--- src/rtl/buffer_drain_ctrl_pkg.sv ---
// Package: buffer_pkg
// Shared constants and types for the read side of the 12-entry counter
// buffer: capacity, drain period, level/timer widths and the drain FSM
// state encoding.
package buffer_pkg;

    localparam int DEPTH  = 12;
    localparam int PERIOD = 28;
    localparam int LW     = 4;
    localparam int TW     = 5;

    typedef enum logic [1:0] {
        IDLE,
        WAIT,
        OFFER
    } drain_state_t;

    typedef logic [LW-1:0] level_t;
    typedef logic [TW-1:0] timer_t;

endpackage

--- src/rtl/buffer_drain_ctrl_if.sv ---
// Interface: buffer_drain_ctrl_if
// Groups the producer write strobe and the downstream valid/ready handshake.
//   wr_en    : producer pushed one entry this cycle
//   rd_valid : an entry is offered to downstream
//   rd_ready : downstream accepts the offered entry
// The master modport is the drain controller; the slave modport is its
// environment (producer strobe plus downstream consumer).
interface buffer_drain_ctrl_if;

    logic wr_en;
    logic rd_valid;
    logic rd_ready;

    modport master (
        input  wr_en,
        input  rd_ready,
        output rd_valid
    );

    modport slave (
        output wr_en,
        output rd_ready,
        input  rd_valid
    );

endinterface

--- src/rtl/buffer_drain_ctrl_timer.sv ---
// Module: period_timer
// Wrap counter that runs while enable is high and holds otherwise.
// Counts 0..PERIOD-1; tick flags the last count of a period while enabled.
//   clk    : clock, posedge
//   reset  : synchronous, active-high
//   enable : count enable
//   timer  : current count
//   tick   : enable && timer == PERIOD-1 (combinational)
module period_timer #(
    parameter int PERIOD = 28,
    parameter int TW     = 5
) (
    input  logic          clk,
    input  logic          reset,
    input  logic          enable,
    output logic [TW-1:0] timer,
    output logic          tick
);

    localparam logic [TW-1:0] LAST = TW'(PERIOD - 1);

    assign tick = enable && (timer == LAST);

    always_ff @(posedge clk) begin
        if (reset) begin
            timer <= '0;
        end else if (enable) begin
            if (timer == LAST) begin
                timer <= '0;
            end else begin
                timer <= timer + 1'b1;
            end
        end
    end

endmodule

--- src/rtl/buffer_drain_ctrl.sv ---
// Module: buffer_drain_ctrl
// Consumer side of the counter buffer. Tracks occupancy from producer write
// strobes and drains one entry per timer period over a valid/ready handshake.
//   clk      : clock, posedge
//   reset    : synchronous, active-high, overrides every other input
//   enable   : gates the period timer and new read offers
//   bus      : wr_en / rd_valid / rd_ready (master modport)
//   level    : occupancy 0..DEPTH
//   timer    : drain period timer 0..PERIOD-1
//   full     : level == DEPTH
//   empty    : level == 0
//   overflow : sticky, a write was dropped because the buffer was full
module buffer_drain_ctrl
    import buffer_pkg::*;
#(
    parameter int DEPTH_P  = DEPTH,
    parameter int PERIOD_P = PERIOD
) (
    input  logic                       clk,
    input  logic                       reset,
    input  logic                       enable,
    buffer_drain_ctrl_if.master        bus,
    output level_t                     level,
    output timer_t                     timer,
    output logic                       full,
    output logic                       empty,
    output logic                       overflow
);

    localparam level_t FULL_LEVEL = LW'(DEPTH_P);

    drain_state_t state;
    drain_state_t state_next;
    level_t       level_next;
    logic         tick;
    logic         pop;
    logic         push;

    period_timer #(
        .PERIOD (PERIOD_P),
        .TW     (TW)
    ) u_timer (
        .clk    (clk),
        .reset  (reset),
        .enable (enable),
        .timer  (timer),
        .tick   (tick)
    );

    assign full  = (level == FULL_LEVEL);
    assign empty = (level == '0);

    // rd_valid comes straight from the state flop, so it is registered and
    // cannot be withdrawn until the FSM leaves OFFER on a pop.
    assign bus.rd_valid = (state == OFFER);

    assign pop  = bus.rd_valid && bus.rd_ready;
    // A pop in the same cycle frees the slot, so a write into a full buffer
    // is still accepted then.
    assign push = bus.wr_en && (!full || pop);

    always_comb begin
        level_next = level;
        if (push && !pop) begin
            level_next = level + 1'b1;
        end else if (pop && !push) begin
            level_next = level - 1'b1;
        end
    end

    always_ff @(posedge clk) begin
        if (reset) begin
            level    <= '0;
            overflow <= 1'b0;
        end else begin
            level <= level_next;
            if (bus.wr_en && full && !pop) begin
                overflow <= 1'b1;
            end
        end
    end

    always_ff @(posedge clk) begin
        if (reset) begin
            state <= IDLE;
        end else begin
            state <= state_next;
        end
    end

    // OFFER is only entered from WAIT with a non-empty buffer, and the
    // offered entry stays counted in level, so a pop can never underflow.
    always_comb begin
        state_next = state;
        case (state)
            IDLE: begin
                if (enable && !empty) begin
                    state_next = WAIT;
                end
            end
            WAIT: begin
                if (!enable || empty) begin
                    state_next = IDLE;
                end else if (tick) begin
                    state_next = OFFER;
                end
            end
            OFFER: begin
                if (pop) begin
                    if (enable && (level_next != '0)) begin
                        state_next = WAIT;
                    end else begin
                        state_next = IDLE;
                    end
                end
            end
            default: state_next = IDLE;
        endcase
    end

endmodule

--- src/flat_wrapper.sv ---
// flat-port wrapper written by rule: the top's interface ports become plain ports
module buffer_drain_ctrl_flat import buffer_pkg::*;
#(
    parameter int DEPTH_P  = DEPTH,
    parameter int PERIOD_P = PERIOD
)
  (clk, reset, enable, level, timer, full, empty, overflow, bus_wr_en, bus_rd_ready, bus_rd_valid);
  buffer_drain_ctrl_if bus_i ();
  input  logic clk;
  input  logic reset;
  input  logic enable;
  output level_t level;
  output timer_t timer;
  output logic full;
  output logic empty;
  output logic overflow;
  input wire logic [$bits(bus_i.wr_en)-1:0] bus_wr_en;
  input wire logic [$bits(bus_i.rd_ready)-1:0] bus_rd_ready;
  output wire logic [$bits(bus_i.rd_valid)-1:0] bus_rd_valid;
  assign bus_i.wr_en = bus_wr_en;
  assign bus_i.rd_ready = bus_rd_ready;
  assign bus_rd_valid = bus_i.rd_valid;
  buffer_drain_ctrl #(.DEPTH_P(DEPTH_P), .PERIOD_P(PERIOD_P)) u_core (.clk(clk), .reset(reset), .enable(enable), .bus(bus_i), .level(level), .timer(timer), .full(full), .empty(empty), .overflow(overflow));
endmodule
--- config.mk ---
export PLATFORM = sky130hd
export DESIGN_NAME = buffer_drain_ctrl_flat
export DESIGN_NICKNAME = d
export VERILOG_FILES = /design/src/rtl/buffer_drain_ctrl_pkg.sv /design/src/rtl/buffer_drain_ctrl_if.sv /design/src/rtl/buffer_drain_ctrl_timer.sv /design/src/rtl/buffer_drain_ctrl.sv /design/src/flat_wrapper.sv
export SDC_FILE = /design/constraint.sdc
export NUM_CORES = 1
export LEC_CHECK = 0
export CORE_MARGIN = 2
export CORE_UTILIZATION = 27
export DETAILED_ROUTE_END_ITERATION = 12
export PLACE_DENSITY_LB_ADDON = 0.12
export SETUP_SLACK_MARGIN = 0.05
export SLEW_MARGIN = 20
export SYNTH_ARGS = -nofsm -noshare
export SYNTH_HDL_FRONTEND = slang
export SYNTH_SLANG_ARGS = --single-unit
--- constraint.sdc ---
create_clock -name clk -period 2.95 [get_ports clk]
set_input_delay 0.4425 -clock clk [delete_from_list [all_inputs] [get_ports clk]]
set_output_delay 0.4425 -clock clk [all_outputs]
set_load 0.02 [all_outputs]
==> results by group, run 1 <==
Outcome
  • Status: complete, no violations

Worst hold path
  • HP Class: flop to flop

STA
  • Max-slew violation total from the final report: 0
  • Final worst clock skew: 0.005687 ns
  • Unrepaired setup endpoints after global routing: false
  • Tightest Pin Transition: 0.4563 ns
  • Final Hold Violating Endpoints: 0
  • Fin crit share: 0.8044
  • Hold Slack: 0.4881 ns
  • Setup TNS: 0 ns
  • Highest Clock Rate: about 420 MHz
  • # setup viols final: 0
  • Minimum clock period: approximately 2.4 ns
  • Worst rel slew slack: 0.6949

Placed design
  • DP Wirelength: 1199 um
  • RePlAce Congestion: 0.7257
  • Placed insts: 128
  • I/O Buffers: 17

Cells and area
  • Syn-to-layout area delta: 28.35%
  • Number of fill cells in the layout: ~290
  • Diode count: 0
  • Post-Layout Cell Count: 132
  • Proportion of layout cells with a drive suffix above 1: 0.09804
  • Fin nets: 111

Clock tree
  • Clk sinks: 12
  • CTS Buf Count: 3
  • Setup bufs post-CTS: 0
  • Clk Latency, worst-skew pair: 0.27 ns
  • Clk pin slew, worst setup/hold paths: 0.07 ns
  • Clock tree buffer depth: 2
  • Hold-fix buffers, CTS: 0
  • Clock root buffer: clkbuf_4
  • H-tree depth: 1
  • CTS tree: built
  • Quantity of gates resized following cts: 0

Synthesis
  • Netlist Area Pre-Place: 737.0 sq um
  • Top FF cell, synth: dfxtp_1
  • Yosys reg bits: 12
  • Mapped Avg Cell Area: 8.569 sq um
  • Fraction of registers with async set/reset: 0
  • Synth Instances: 86
  • Yosys warns: 0
  • Register area share after synthesis: 0.3260
  • EDFF count, synth: 0
  • Library cells used by synthesis: 35
  • Synthesized net count: 94

Routing
  • Drt initial violations: 7
  • Remaining DRCs: 0
  • Routed vias/inst: 5.114
  • DR pass1 iterations: 4
  • Antenna violation net count after detailed routing: 0
  • Via count: 675
  • Drt total wl: 1618 um
  • Routed wire length per instance: approximately 12 um

Die
  • Height of the die: ~56 um
  • Core area: 0.002522 sq mm
  • Die Area: between 0.003 and 0.004 sq mm
  • Initial Utilization: 0.2922
  • Die width: 56.25 um
  • I/O Pins: 18
  • Row Count: 18

Critical path
  • Cell-by-cell trace of the critical path: inv_1 -> ha_1 -> nor3b_2 -> clkdlybuf4s50_1
  • Slowest-stage cell, CP: clkdlybuf4s50_1
  • Max FO, Critical Path: 8
  • Worst Path Arrival: between 1.5 and 2 ns
  • CP Launch Type: flop
  • Max stage delay on crit path: 0.65 ns
  • Critical path class: flop to output port
  • Crit. End Element: output port
  • WP data required: 2.51 ns

Pwr
  • Power Total: approximately 0.39 mW
  • Peak supply drop: about 0.27 mV
  • Static Leak: 0.3476 nW
  • PwrDens: 410.9 mW/mm^2

GRT
  • Initial antenna violation count: 0
  • First-pass GRT wire length: ~2700 um
  • Total gr overflow: 0
  • Largest net degree at the start of global routing: 14
  • Gr usage total: 0.1072
  • Vias in the first global route: a little over 600

Run
  • Max-cap viol count: 0
-- worst max-delay path: cells and delay by family (launching register included) --
kind	cells	cell delay [ns]
adders and majority gates	1	0.23
buffers and inverters	2	0.76
and+or+nand+nor	1	0.28
DFF	1	0.40
-- per-stage QoR --
stage	setup slack, ns	util	instance area (sq um)
detailed placement	0.7305	0.3606	909.6
global route	0.4561	0.3750	945.9
floorplan	1.091	-	737.0
global placement	0.7129	0.3606	909.6
finish	0.5769	0.3750	945.9
CTS	0.5381	0.3750	945.9
-- logic make-up after synthesis --
| group | Yosys count | synth area share |
|---|---|---|
| simple gates | 40 | 0.3430 |
| xor+xnor | 4 | 0.04755 |
| fa+ha+maj | 3 | 0.05094 |
| compound gates | 17 | 0.1511 |
| mux | 1 | 0.01358 |
| buf+inv | 9 | 0.06790 |
| flops | 12 | 0.3260 |
-- area by class of cell --
type	count	area, sq um	share of cell area
clock buffers	4	36.28	0.03836
flip-flops and latches	12	240.2	0.2540
repair buffers	17	170.2	0.1799
inverters	4	15.01	0.01587
well taps	30	37.54	0.03968
multi-input cells	65	446.7	0.4722
-- synth_stat cells (2+ instances only) --
cell      count  area share
nor3_1        3       0.020
nor3b_1       2       0.020
ha_1          3       0.051
nand3_1       6       0.041
xnor2_1       2       0.024
nand4_1       2       0.017
inv_1         4       0.020
xor2_1        2       0.024
a211oi_1      2       0.020
a311oi_1      2       0.024
nand2_1       4       0.020
nor2_1       10       0.051
nand3b_1      2       0.020
o21ai_0       2       0.014
a31oi_1       4       0.034
and2b_2       2       0.024
buf_2         2       0.014
dfxtp_1      12        0.33
a21oi_1       4       0.027
-- registers in the layout, summed over array words and instances, names as in the netlist --
signal	cells
u_core.u_timer.timer	5
u_core.state	2
u_core.level	4
u_core.overflow	1
-- metal layers --
metal	vias up	global-route usage	share of wire
met3	2	0.03721	0.035
met2	15	0.1647	0.43
met5	-	0	0
li1	349	-	-
met4	0	0.03061	0.0062
met1	309	0.1415	0.52
-- power breakdown --
group / internal, mW / switching, mW
logic: 0.0399 / 0.0397
clock network: 0.0749 / 0.0539
registers: 0.169 / 0.0114
total: 0.284 / 0.105
-- cell usage in the layout, fill, tap and decap left out, drive strengths merged, types with 3 or more instances in the layout --
cell / count
o21ai: 3
nand2: 4
inv: 4
a31oi: 4
nor3b: 4
ha: 3
clkdlybuf4s50: 17
a21oi: 4
nand3: 7
nor2: 10
nor3: 4
dfxtp: 12
clkbuf: 4
-- path summary, 6_finish.rpt --
check / from / end / slack, ns / depth (start not counted)
setup / recovery: u_core.level[0] / empty / 0.58 / 4
hold / removal: u_core.overflow / u_core.overflow / 0.49 / 2
setup reg to reg: u_core.level[0] / u_core.state[0] / 1.15 / 7
hold reg to reg: u_core.overflow / u_core.overflow / 0.49 / 2
No activity file was read; power rests on OpenSTA's default activity.
==> inputs of run 2 (changes only) <==
==> constraint.sdc (replaced) <==
create_clock -name clk -period 2.4 [get_ports clk]
set_input_delay 0.36 -clock clk [delete_from_list [all_inputs] [get_ports clk]]
set_output_delay 0.36 -clock clk [all_outputs]
set_load 0.02 [all_outputs]
==> run 2 against run 1 <==
Global-route usage is 0.87 points higher. Sequential cell count stayed put. Critical path depth stayed put.
==> results by group, run 2 (synthesis gave the netlist of run 1 again) <==
Outcome
  • Status: complete, no violations

STA
  • # setup viols final: 0 (unchanged)
  • Fin crit share: 0.9316
  • Minimum clock period: 2.236 ns
  • Setup TNS: 0 ns (unchanged)
  • Max-slew violation total from the final report: 0 (unchanged)
  • Worst rel slew slack: 0.7035 (+0.008645)
  • Final Hold Violating Endpoints: 0 (unchanged)
  • Tightest Pin Transition: 0.4434 ns (-0.01293 ns)
  • Final worst clock skew: 0.001562 ns (-0.004125 ns)
  • Unrepaired setup endpoints after global routing: false
  • Highest Clock Rate: 447.3 MHz

Cells and area
  • Syn-to-layout area delta: 31.92%
  • Largest regs: u_core.u_timer.timer: 5 flops, u_core.level: 4 flops, u_core.state: 2 flops
  • Proportion of layout cells with a drive suffix above 1: 0.1333 (+0.03529)
  • Largest register FFs: 5 (unchanged)
  • Fin nets: 114 (+2.7%)
  • Post-Layout Cell Count: 135 (+2.3%)
  • Commonest non-fill, non-tap cell in the layout: clkdlybuf4s50_1
  • Final instance area: 972.2 sq um (+2.8%)
  • Diode count: 0 (unchanged)
  • Most frequent cells in the layout: clkdlybuf4s50_1, dfxtp_1, nor2_1
  • Largest Register: u_core.u_timer.timer

Clock tree
  • Clock root buffer: clkbuf_4
  • Clk pin slew, worst setup/hold paths: 0.07 ns (about the same)
  • Clk sinks: 12 (unchanged)
  • H-tree depth: 1 (unchanged)
  • Clock tree buffer depth: 2 (unchanged)
  • CTS tree: built
  • Clk Latency, worst-skew pair: 0.27 ns (about the same)
  • CTS Buf Count: 3 (unchanged)

Placed design
  • RePlAce Congestion: 0.8524 (+17%)
  • DP Wirelength: 1263 um (+5.3%)
  • Placed cell area: 932.1 sq um (+2.5%)
  • Placed insts: 131 (+2.3%)
  • I/O Buffers: 17 (unchanged)

GRT
  • Vias in the first global route: 635 (+3.6%)
  • Total gr overflow: 0 (unchanged)
  • First-pass GRT wire length: 2898 um (+6.9%)
  • Gr usage total: 0.1159 (+0.008672)
  • Largest net degree at the start of global routing: 14 (unchanged)
  • Initial antenna violation count: 0 (unchanged)

Die
  • Height of the die: 56.25 um (unchanged)
  • Die Area: 0.003164 sq mm (unchanged)
  • Core area: 0.002522 sq mm (unchanged)
  • Die width: 56.25 um (unchanged)
  • I/O Pins: 18 (unchanged)
  • Row Count: 18 (unchanged)
  • Initial Utilization: 0.2922 (unchanged)

Routing
  • Drt total wl: 1657 um (+2.4%)
  • Via count: 681 (+0.89%)
  • DR pass1 iterations: 4 (unchanged)
  • Routed vias/inst: 5.044 (-1.4%)
  • Drt initial violations: 6 (-1)
  • Routed wire length per instance: 12.27 um (+0.13%)
  • Remaining DRCs: 0 (unchanged)
  • Antenna violation net count after detailed routing: 0 (unchanged)

Worst hold path
  • HP Class: flop to flop

Run
  • Max-cap viol count: 0 (unchanged)

Pwr
  • Peak supply drop: 0.5532 mV (+100%)
  • Static Leak: 0.3804 nW (+9.4%)
  • PwrDens: 494.6 mW/mm^2 (+20%)

Critical path
  • Max FO, Critical Path: 8 (unchanged)
  • Crit. End Element: output port
  • WP data required: 2.04 ns (-0.47 ns)
  • Critical path class: flop to output port
  • CP Launch Type: flop
  • Worst Path Arrival: 1.88 ns (-0.05 ns)
[run 2: cell count changes in the layout (fill, tap and decap cells not counted), sizes merged]
cell           before  now
buf                 0    3
dlymetal6s2s        0    1
clkdlybuf4s50      17   16
[run 2: power breakdown]
part           switching [mW]  leakage, nW  internal (mW)
sequential             0.0141       0.0980          0.208
combinational          0.0499        0.261         0.0511
clock                  0.0656       0.0210         0.0921
total                   0.130        0.380          0.351
[run 2: stage by stage]
stage | setup slack (ns) | total power [mW] | utilization | hold WS, ns
floorplan | 0.5414 | 0.2889 | - | 0.4321
global placement | 0.4599 | 0.3268 | 0.3695 | 0.4629
detailed placement | 0.4270 | 0.3276 | 0.3695 | 0.4601
CTS | 0.1086 | 0.4915 | 0.3839 | 0.4946
global route | 0.06785 | 0.5097 | 0.3854 | 0.5258
finish | 0.1641 | 0.4808 | 0.3854 | 0.5039
[run 2: layout make-up]
type | count | area [sq um]
inverters | 4 | 15.01
repair buffers | 20 | 195.2
fillers | 278 | 1550
well taps | 30 | 37.54
flip-flops and latches | 12 | 241.5
clock buffers | 4 | 36.28
multi-input cells | 65 | 446.7
[run 2: final timing paths]
path         slack [ns]             from  cells after the start              end
min                0.50  u_core.overflow                      2  u_core.overflow
max reg2reg        0.65  u_core.level[1]                      7  u_core.state[0]
min reg2reg        0.50  u_core.overflow                      2  u_core.overflow
max                0.16  u_core.level[1]                      4            empty
[run 2: per-layer routing]
metal / track usage / up-vias / wire length (um)
li1: - / 356 / -
met1: 0.1515 / 313 / 843
met2: 0.1782 / 10 / 733
met3: 0.04884 / 2 / 70
met4: 0.02381 / 0 / 10
met5: 0 / - / 0
[run 2: critical path: stages (launching register included)]
cell	delay [ns]
dfxtp_1	0.39
inv_1	0.08
ha_1	0.20
nor3b_2	0.28
clkdlybuf4s50_1	0.65
[run 2: repair_timing]
action | in CTS | in global routing
hold buffers | 0 | 0
gates resized for setup | 0 | 2
setup buffers | 0 | 0
endpoints found under the setup margin | 0 | 2
endpoints found under the hold margin | 0 | 0
==> inputs of run 3 (changes only) <==
--- a/config.mk
+++ b/config.mk
@@ -5,9 +5,10 @@
 export SDC_FILE = /design/constraint.sdc
 export NUM_CORES = 1
 export LEC_CHECK = 0
-export CORE_MARGIN = 2
+export CORE_MARGIN = 4
 export CORE_UTILIZATION = 27
 export DETAILED_ROUTE_END_ITERATION = 12
+export GPL_TIMING_DRIVEN = 0
 export PLACE_DENSITY_LB_ADDON = 0.12
 export SETUP_SLACK_MARGIN = 0.05
 export SLEW_MARGIN = 20
==> run 3 against run 2 <==
Hold slack got worse by 0.081 ns. Non-clock buffer count increased by 1. Combinational power is essentially flat. Fmax increased by 17%. Final area down 0.90%.
==> results by group, run 3 (synthesis gave the netlist of run 1 again) <==
GRT
  • Gr usage total: 0.1090 (-0.006946)
  • Vias in the first global route: 652 (+2.7%)
  • GRT Max-Usage Layer: met1
  • Grt met1 use: 0.1519 (+0.0003935)
  • Met2 track demand over resource: 0.1497 (-0.02846)
  • Initial antenna violation count: 0 (unchanged)
  • M3 GR Usage: 0.04968 (+0.0008388)
  • First-pass GRT wire length: 2960 um (+2.1%)
  • Total gr overflow: 0 (unchanged)
  • Largest net degree at the start of global routing: 11 (-3)

Clock tree
  • Clock root buffer: clkbuf_4
  • CTS Buf Count: 3 (unchanged)
  • Clock tree buffer depth: 2 (unchanged)
  • Clk Latency, worst-skew pair: 0.27 ns (about the same)
  • Clk sinks: 12 (unchanged)
  • Clk pin slew, worst setup/hold paths: 0.07 ns (about the same)
  • CTS tree: built
  • H-tree depth: 1 (unchanged)

Critical path
  • R2R cell count: 7 (unchanged)
  • Crit. Startpoint: u_core.level[1]
  • Max FO, Critical Path: 8 (unchanged)
  • R2R Setup Slk: 0.61 ns (-0.04 ns)
  • Critical path class: flop to output port
  • CP Launch Type: flop
  • Worst Setup EP: full
  • Crit Reg-Reg Startpoint: u_core.level[1]
  • R2R Path End: u_core.state[0]
  • Worst Path Arrival: 1.56 ns (-0.32 ns)
  • Crit. End Element: output port
  • WP data required: 2.04 ns (about the same)

STA
  • Minimum clock period: 1.919 ns (-0.3173 ns)
  • Worst rel slew slack: 0.6896 (-0.01393)
  • Max-slew violation total from the final report: 0 (unchanged)
  • Final worst clock skew: 0.002361 ns (+0.0007986 ns)
  • Unrepaired setup endpoints after global routing: false
  • Fin crit share: 0.7994 (-0.1322)
  • # setup viols final: 0 (unchanged)
  • Final Hold Violating Endpoints: 0 (unchanged)
  • Tightest Pin Transition: 0.4656 ns (+0.02228 ns)
  • Setup TNS: 0 ns (unchanged)
  • Highest Clock Rate: 521.2 MHz (+17%)

Placed design
  • RePlAce Congestion: 0.7527 (-12%)
  • I/O Buffers: 16 (-1)
  • DP Wirelength: 1281 um (+1.4%)
  • Placed insts: 132 (+0.76%)

Pwr
  • Power Total: 0.4450 mW (-7.4%)
  • Peak supply drop: 0.4430 mV (-20%)
  • Static Leak: 0.3841 nW (+0.98%)
  • PwrDens: 461.9 mW/mm^2 (-6.6%)

Routing
  • Via count: 704 (+3.4%)
  • Drt total wl: 1747 um (+5.4%)
  • Routed wire length per instance: 12.94 um (+5.4%)
  • Antenna violation net count after detailed routing: 0 (unchanged)
  • Routed vias/inst: 5.215 (+3.4%)
  • DR pass1 iterations: 4 (unchanged)
  • Drt initial violations: 8 (+2)
  • Remaining DRCs: 0 (unchanged)

Die
  • I/O Pins: 18 (unchanged)
  • Die Area: 0.003629 sq mm (+15%)
  • Initial Utilization: 0.2896 (-0.002586)
  • Height of the die: 60.25 um (+7.1%)
  • Row Count: 18 (unchanged)
  • Die width: 60.25 um (+7.1%)
  • Core area: 0.002545 sq mm (+0.89%)

Cells and area
  • Largest regs: u_core.u_timer.timer: 5 flops, u_core.level: 4 flops, u_core.state: 2 flops
  • Commonest non-fill, non-tap cell in the layout: clkdlybuf4s50_1
  • Proportion of layout cells with a drive suffix above 1: 0.1333 (unchanged)
  • Largest register FFs: 5 (unchanged)
  • Largest Register: u_core.u_timer.timer
  • Post-Layout Cell Count: 135 (unchanged)
  • Fin nets: 115 (+0.88%)
  • Most frequent cells in the layout: clkdlybuf4s50_1, dfxtp_1, nor2_1
  • Diode count: 0 (unchanged)
  • Syn-to-layout area delta: 30.73%

Run
  • Max-cap viol count: 0 (unchanged)

Outcome
  • Status: complete, no violations

Worst hold path
  • HP Class: input port to flop
-- run 3: metal layers --
layer  part of all wire  routed length [um]  up-vias
met1               0.52                 903      329
met3              0.066                 115        2
li1                   -                   -      352
met4             0.0057                  10        0
met5                  0                   0        -
met2               0.41                 717       21
-- run 3: worst max-delay path, stage by stage, from the launching register on --
cell	delay (ns)
dfxtp_1	0.49
inv_1	0.08
ha_1	0.24
nand3_1	0.17
inv_1	0.09
dlymetal6s2s_1	0.21
-- run 3: final cells by class --
cell class	instances	area, sq um
inverter	4	15.01
sequential	12	241.5
fill	283	1582
tap	30	37.54
clock buffer	3	22.52
buffer	5	35.03
timing repair buffer	16	165.2
multi-input combinational	65	446.7
-- run 3: per-stage QoR --
step | utilization | instance area [sq um] | worst slack (ns) | hold slack (ns)
2_1_floorplan | - | 737.0 | 0.5414 | 0.4321
3_3_place_gp | 0.3673 | 934.6 | 0.3685 | 0.4567
3_5_place_dp | 0.3673 | 934.6 | 0.3675 | 0.4615
4_1_cts | 0.3761 | 957.2 | 0.05578 | 0.4218
5_1_grt | 0.3786 | 963.4 | 0.3322 | 0.4201
6_report | 0.3786 | 963.4 | 0.4814 | 0.4227
-- run 3: timing repair --
| action | 4_1_cts | 5_1_grt |
|---|---|---|
| setup endpoints to repair | 0 | 2 |
| gates resized for setup | 0 | 3 |
| setup buffers | 0 | 0 |
| hold buffers | 0 | 0 |
-- run 3: where the power goes --
group	internal, mW	switching (mW)	total [mW]
Combinational	0.0504	0.0497	0.100
Clock	0.0580	0.0641	0.122
Sequential	0.208	0.0148	0.223
Total	0.316	0.129	0.445
-- run 3: how the worst min path moves through the flow --
stage	start	endpoint	depth (start not counted)
CTS	enable	u_core.u_timer.timer[1]	3
global placement	u_core.overflow	u_core.overflow	2
floorplan	reset	u_core.level[1]	1
detailed placement	u_core.overflow	u_core.overflow	2
global route	enable	u_core.u_timer.timer[0]	3
finish	enable	u_core.u_timer.timer[1]	3
==> edit 1: new RTL, settings of run 2 <==
The 3 states of `drain_state_t` get a one-hot encoding in 3 bits.
--- a/src/rtl/buffer_drain_ctrl_pkg.sv
+++ b/src/rtl/buffer_drain_ctrl_pkg.sv
@@ -9,10 +9,10 @@
     localparam int LW     = 4;
     localparam int TW     = 5;
 
-    typedef enum logic [1:0] {
-        IDLE,
-        WAIT,
-        OFFER
+    typedef enum logic [2:0] {
+        IDLE  = 3'b001,
+        WAIT  = 3'b010,
+        OFFER = 3'b100
     } drain_state_t;
 
     typedef logic [LW-1:0] level_t;
Formal check against the unedited RTL: no difference found for any inputs over 10 cycles, from zero or initial values and one cycle with reset high; not proved beyond that.
==> edit 1 against run 2 <==
The flow now finishes with violations (design-rule violations). Wire length up 19%. Critical path type unchanged. Setup slack gained 0.036 ns. Final area rose by 9.1%. Non-clock buffer count increased by 2. Synthesized area grew 11%. Clock skew grew 0.0043 ns. Die area is 9.8% higher. Sequential cell count is 1 higher. Power grew 2.2%. Cell count up 13%. Global-route usage increased by 1.0 points.
==> edit 1: results (changes against run 2) <==
Parameter                              Value

Route
  Overall via count from detail_route ... 821 (+21%)
  Average wire length per cell after detail routing ... 12.9 um (+4.8%)
  DR pass1 iterations ... 8 (+4)
  Final routed DRC violation total ... 2 (+2)
  Total routed wirelength ... 1970 um (+19%)
  DRC violation total after the first TritonRoute iteration ... 52 (+46)
  Routed length on met3 ... 86 um (+23%)

Cells and area
  Largest registers ranked by flip-flop count ... u_core.u_timer.timer: 5 flops, u_core.level: 4 flops, u_core.state: 3 flops
  Post-layout net count ... 131 (+15%)
  Layout cells sized above 1 ... 0.0984 (-0.0350)

Global routing
  Global-route wire length before repair ... 3310 um (+14%)
  Grt met1 use ... 0.181 (+0.0297)
  Pin count of the biggest net entering global routing ... 13 (-1)
  Via count of the first global-routing pass ... 714 (+12%)
  Grt met2 use ... 0.173 (-0.00514)

Yosys
  Number of unique standard cell types used by synthesis ... 38 (+8.6%)
  Cells taking the most area after synthesis ... dfxtp_1 32%, nor2_1 8.3%, ha_1 4.6%
  Sequential element share of the synthesized area ... 0.320 (-0.00647)
  Top cells by instance count after synthesis ... 18 x nor2_1, 13 x dfxtp_1, 7 x nand2_1, 5 x a21oi_1, 5 x nor3_1
  Average size of a mapped cell ... 7.99 um^2 (-6.8%)

STA
  Share of the clock period used by the worst path ... 0.916 (-0.0151)
  Worst clock skew on the final layout ... 0.00590 ns (+0.00434 ns)
  Worst-margin pin slew ... 0.327 ns (-0.116 ns)

Placement
  Post-placement cell area ... 1030 um^2 (+10%)
  Cell count after placement ... 149 (+14%)
  Final HPWL from detailed placement ... 1410 um (+11%)

Power
  Total power draw ... 0.492 mW (+2.2%)
  Largest voltage drop on the vdd net ... 0.259 mV (-53%)
  Sequential power ... 0.235 mW (+6%)

Run status
  Run status ... complete, but fails checks
  Violated checks ... design-rule violations

Setup path
  Largest fanout on the critical path ... 5 (-3)
-- edit 1: layout make-up --
cell class	instances	area, um^2
fillers	302	1740
inverters	2	7.51
repair buffers	22	208
flip-flops and latches	13	260
clock buffers	4	26.3
well taps	31	38.8
multi-input cells	81	520
-- edit 1: logic make-up after synthesis --
kind of cell	after synthesis	share of synthesized area
AO/OA/AOI/OAI	21	0.177
AND/OR/NAND/NOR	53	0.363
multiplexers	3	0.0369
flip-flops	13	0.320
buffers and inverters	8	0.0476
adder cells (fa/ha/maj)	3	0.0461
XOR/XNOR	1	0.0108
-- edit 1: path summary, 6_finish.rpt --
path                     endpoint  slack [ns]            start
hold / removal    u_core.overflow        0.50  u_core.overflow
setup / recovery             full        0.20  u_core.level[0]
setup reg to reg  u_core.state[1]        0.41  u_core.level[0]
hold reg to reg   u_core.overflow        0.50  u_core.overflow
-- edit 1: worst max-delay path, stage by stage (launching register included) --
cell	delay, ns
dfxtp_1	0.31
inv_1	0.09
ha_1	0.24
and3_1	0.29
clkdlybuf4s50_1	0.64
==> edit 2: new RTL, config.mk and constraints of run 2 <==
Made on the original files. The package constant `LW` goes from 4 to 8.
--- a/src/rtl/buffer_drain_ctrl_pkg.sv
+++ b/src/rtl/buffer_drain_ctrl_pkg.sv
@@ -6,7 +6,7 @@
 
     localparam int DEPTH  = 12;
     localparam int PERIOD = 28;
-    localparam int LW     = 4;
+    localparam int LW     = 8;
     localparam int TW     = 5;
 
     typedef enum logic [1:0] {
Ports: changed (resized level); port bits go from 18 to 22. No check against the original RTL was run, so the function may have changed too.
==> edit 2 against run 2 <==
Setup slack improved by 0.0062 ns. Register-to-register slack lost 0.34 ns. Sequential power is 32% higher. Wire length rose by 53%. Power increased by 44%. Sequential share of layout area shrank 1.2 points. Critical path depth is 1 lower. Die area grew 32%. Highest routed layer unchanged. Via count grew 43%. Final area up 39%. First-iteration DRC count rose to 5.3 times the old value. Sequential cell count increased by 4. Synthesized area is 35% higher.
==> edit 2: results (changes against run 2) <==
Parameter                              Value

Run status
  Run status ... finished, final reports clean

Setup path
  Worst setup path endpoint ... full
  Critical register-to-register path startpoint ... u_core.level[0]
  R2r setup slk ... 0.31 ns (-0.34 ns)
  Largest fanout on the critical path ... 3 (-5)
  Start point of the critical path ... u_core.level[7]
  Arrival time of the worst setup path ... 1.87 ns
  Largest delay share family, worst path ... simple AND/OR/NAND/NOR gates
  R2r worst-path depth ... 8 (+1)
  Slowest stage delay, CP ... 0.61 ns (-0.04 ns)

Placement
  Final weighted congestion in routability-driven placement ... 0.857 (+0.57%)
  Pre-CTS setup slack ... 0.0484 ns (-0.379 ns)
  Number of buffers added on ports ... 21 (+4)
  Cell count after placement ... 192 (+47%)
  Post-placement cell area ... 1290 um^2 (+39%)

STA
  Worst clock skew on the final layout ... 0.00102 ns (-0.000537 ns)
  Post-route setup slack ... 0.170 ns (+0.00623 ns)
  Relative max-transition margin ... 0.767 (+0.0631)

Yosys
  Cells taking the most area after synthesis ... dfxtp_1 32%, nor2_1 6.4%, ha_1 5.0%
  Number of unique standard cell types used by synthesis ... 38 (+8.6%)
  Mux contribution to synthesized area ... 0.0201 (+0.00652)
  Syn Nets ... 131 (+39%)
  Compound-cell area share of the yosys netlist ... 0.175 (+0.0235)
  Parity-gate share of the synthesized area counting xor and xnor cells ... 0.0528 (+0.00523)
  Share of synthesized cell area in full adder, half adder and majority cells ... 0.0503 (-0.000683)
  Top cells by instance count after synthesis ... 17 x nor2_1, 16 x dfxtp_1, 7 x nor2b_1, 7 x nor3_1, 6 x nand3_1

Clock tree
  Root Buffer ... clkbuf_8

Route
  Average wire length per cell after detail routing ... 13.0 um (+5.7%)
  DRC violation total after the first TritonRoute iteration ... 32 (+26)
  Overall via count from detail_route ... 971 (+43%)

Cells and area
  Layout cells sized above 1 ... 0.128 (-0.00495)

Global routing
  Global-route wire length before repair ... 4330 um (+49%)
  Combined global-route utilization of all metal layers ... 0.134 (+0.0178)
-- edit 2: power breakdown --
part | leakage, nW | internal (mW) | total (mW) | switching (mW)
registers | 0.130 | 0.276 | 0.293 | 0.0170
logic | 0.384 | 0.0731 | 0.152 | 0.0793
clock network | 0.0288 | 0.146 | 0.250 | 0.104
-- edit 2: repair_timing --
item | in CTS | in global routing
gates resized for setup | 1 | 0
hold buffers | 0 | 0
setup endpoints to repair | 2 | 0
-- edit 2: cell families (layout without fill, tap and decap cells) --
| kind of cell | Yosys count | in the layout |
|---|---|---|
| multiplexers | 2 | 2 |
| AO/OA/AOI/OAI | 23 | 23 |
| flip-flops | 16 | 16 |
| buffers and inverters | 10 | 36 |
| XOR/XNOR | 6 | 6 |
| adder cells (fa/ha/maj) | 4 | 4 |
| AND/OR/NAND/NOR | 61 | 61 |
-- edit 2: through the flow --
step	hold WS [ns]	util
after global routing	0.515	0.375
final	0.471	0.375
after global placement	0.453	0.358
after detailed placement	0.467	0.358
after floorplan	0.432	-
after CTS	0.484	0.375
-- edit 2: cell type report --
type / instances / area, um^2
fillers: 398 / 2250
multi-input cells: 96 / 639
flip-flops and latches: 16 / 320
repair buffers: 28 / 263
well taps: 48 / 60.1
clock buffers: 4 / 55.1
inverters: 4 / 15.0
-- edit 2: worst min-delay path, cell delays in order, from the launching register on --
cell,delay (ns)
dfxtp_1,0.33
a31oi_1,0.04
nor2_1,0.07
-- edit 2: routing by layer --
metal / global-route usage / vias up / part of all wire
li1: - / 491 / -
met1: 0.153 / 450 / 0.46
met2: 0.227 / 21 / 0.48
met3: 0.0434 / 9 / 0.035
met4: 0.0585 / 0 / 0.031
met5: 0 / - / 0
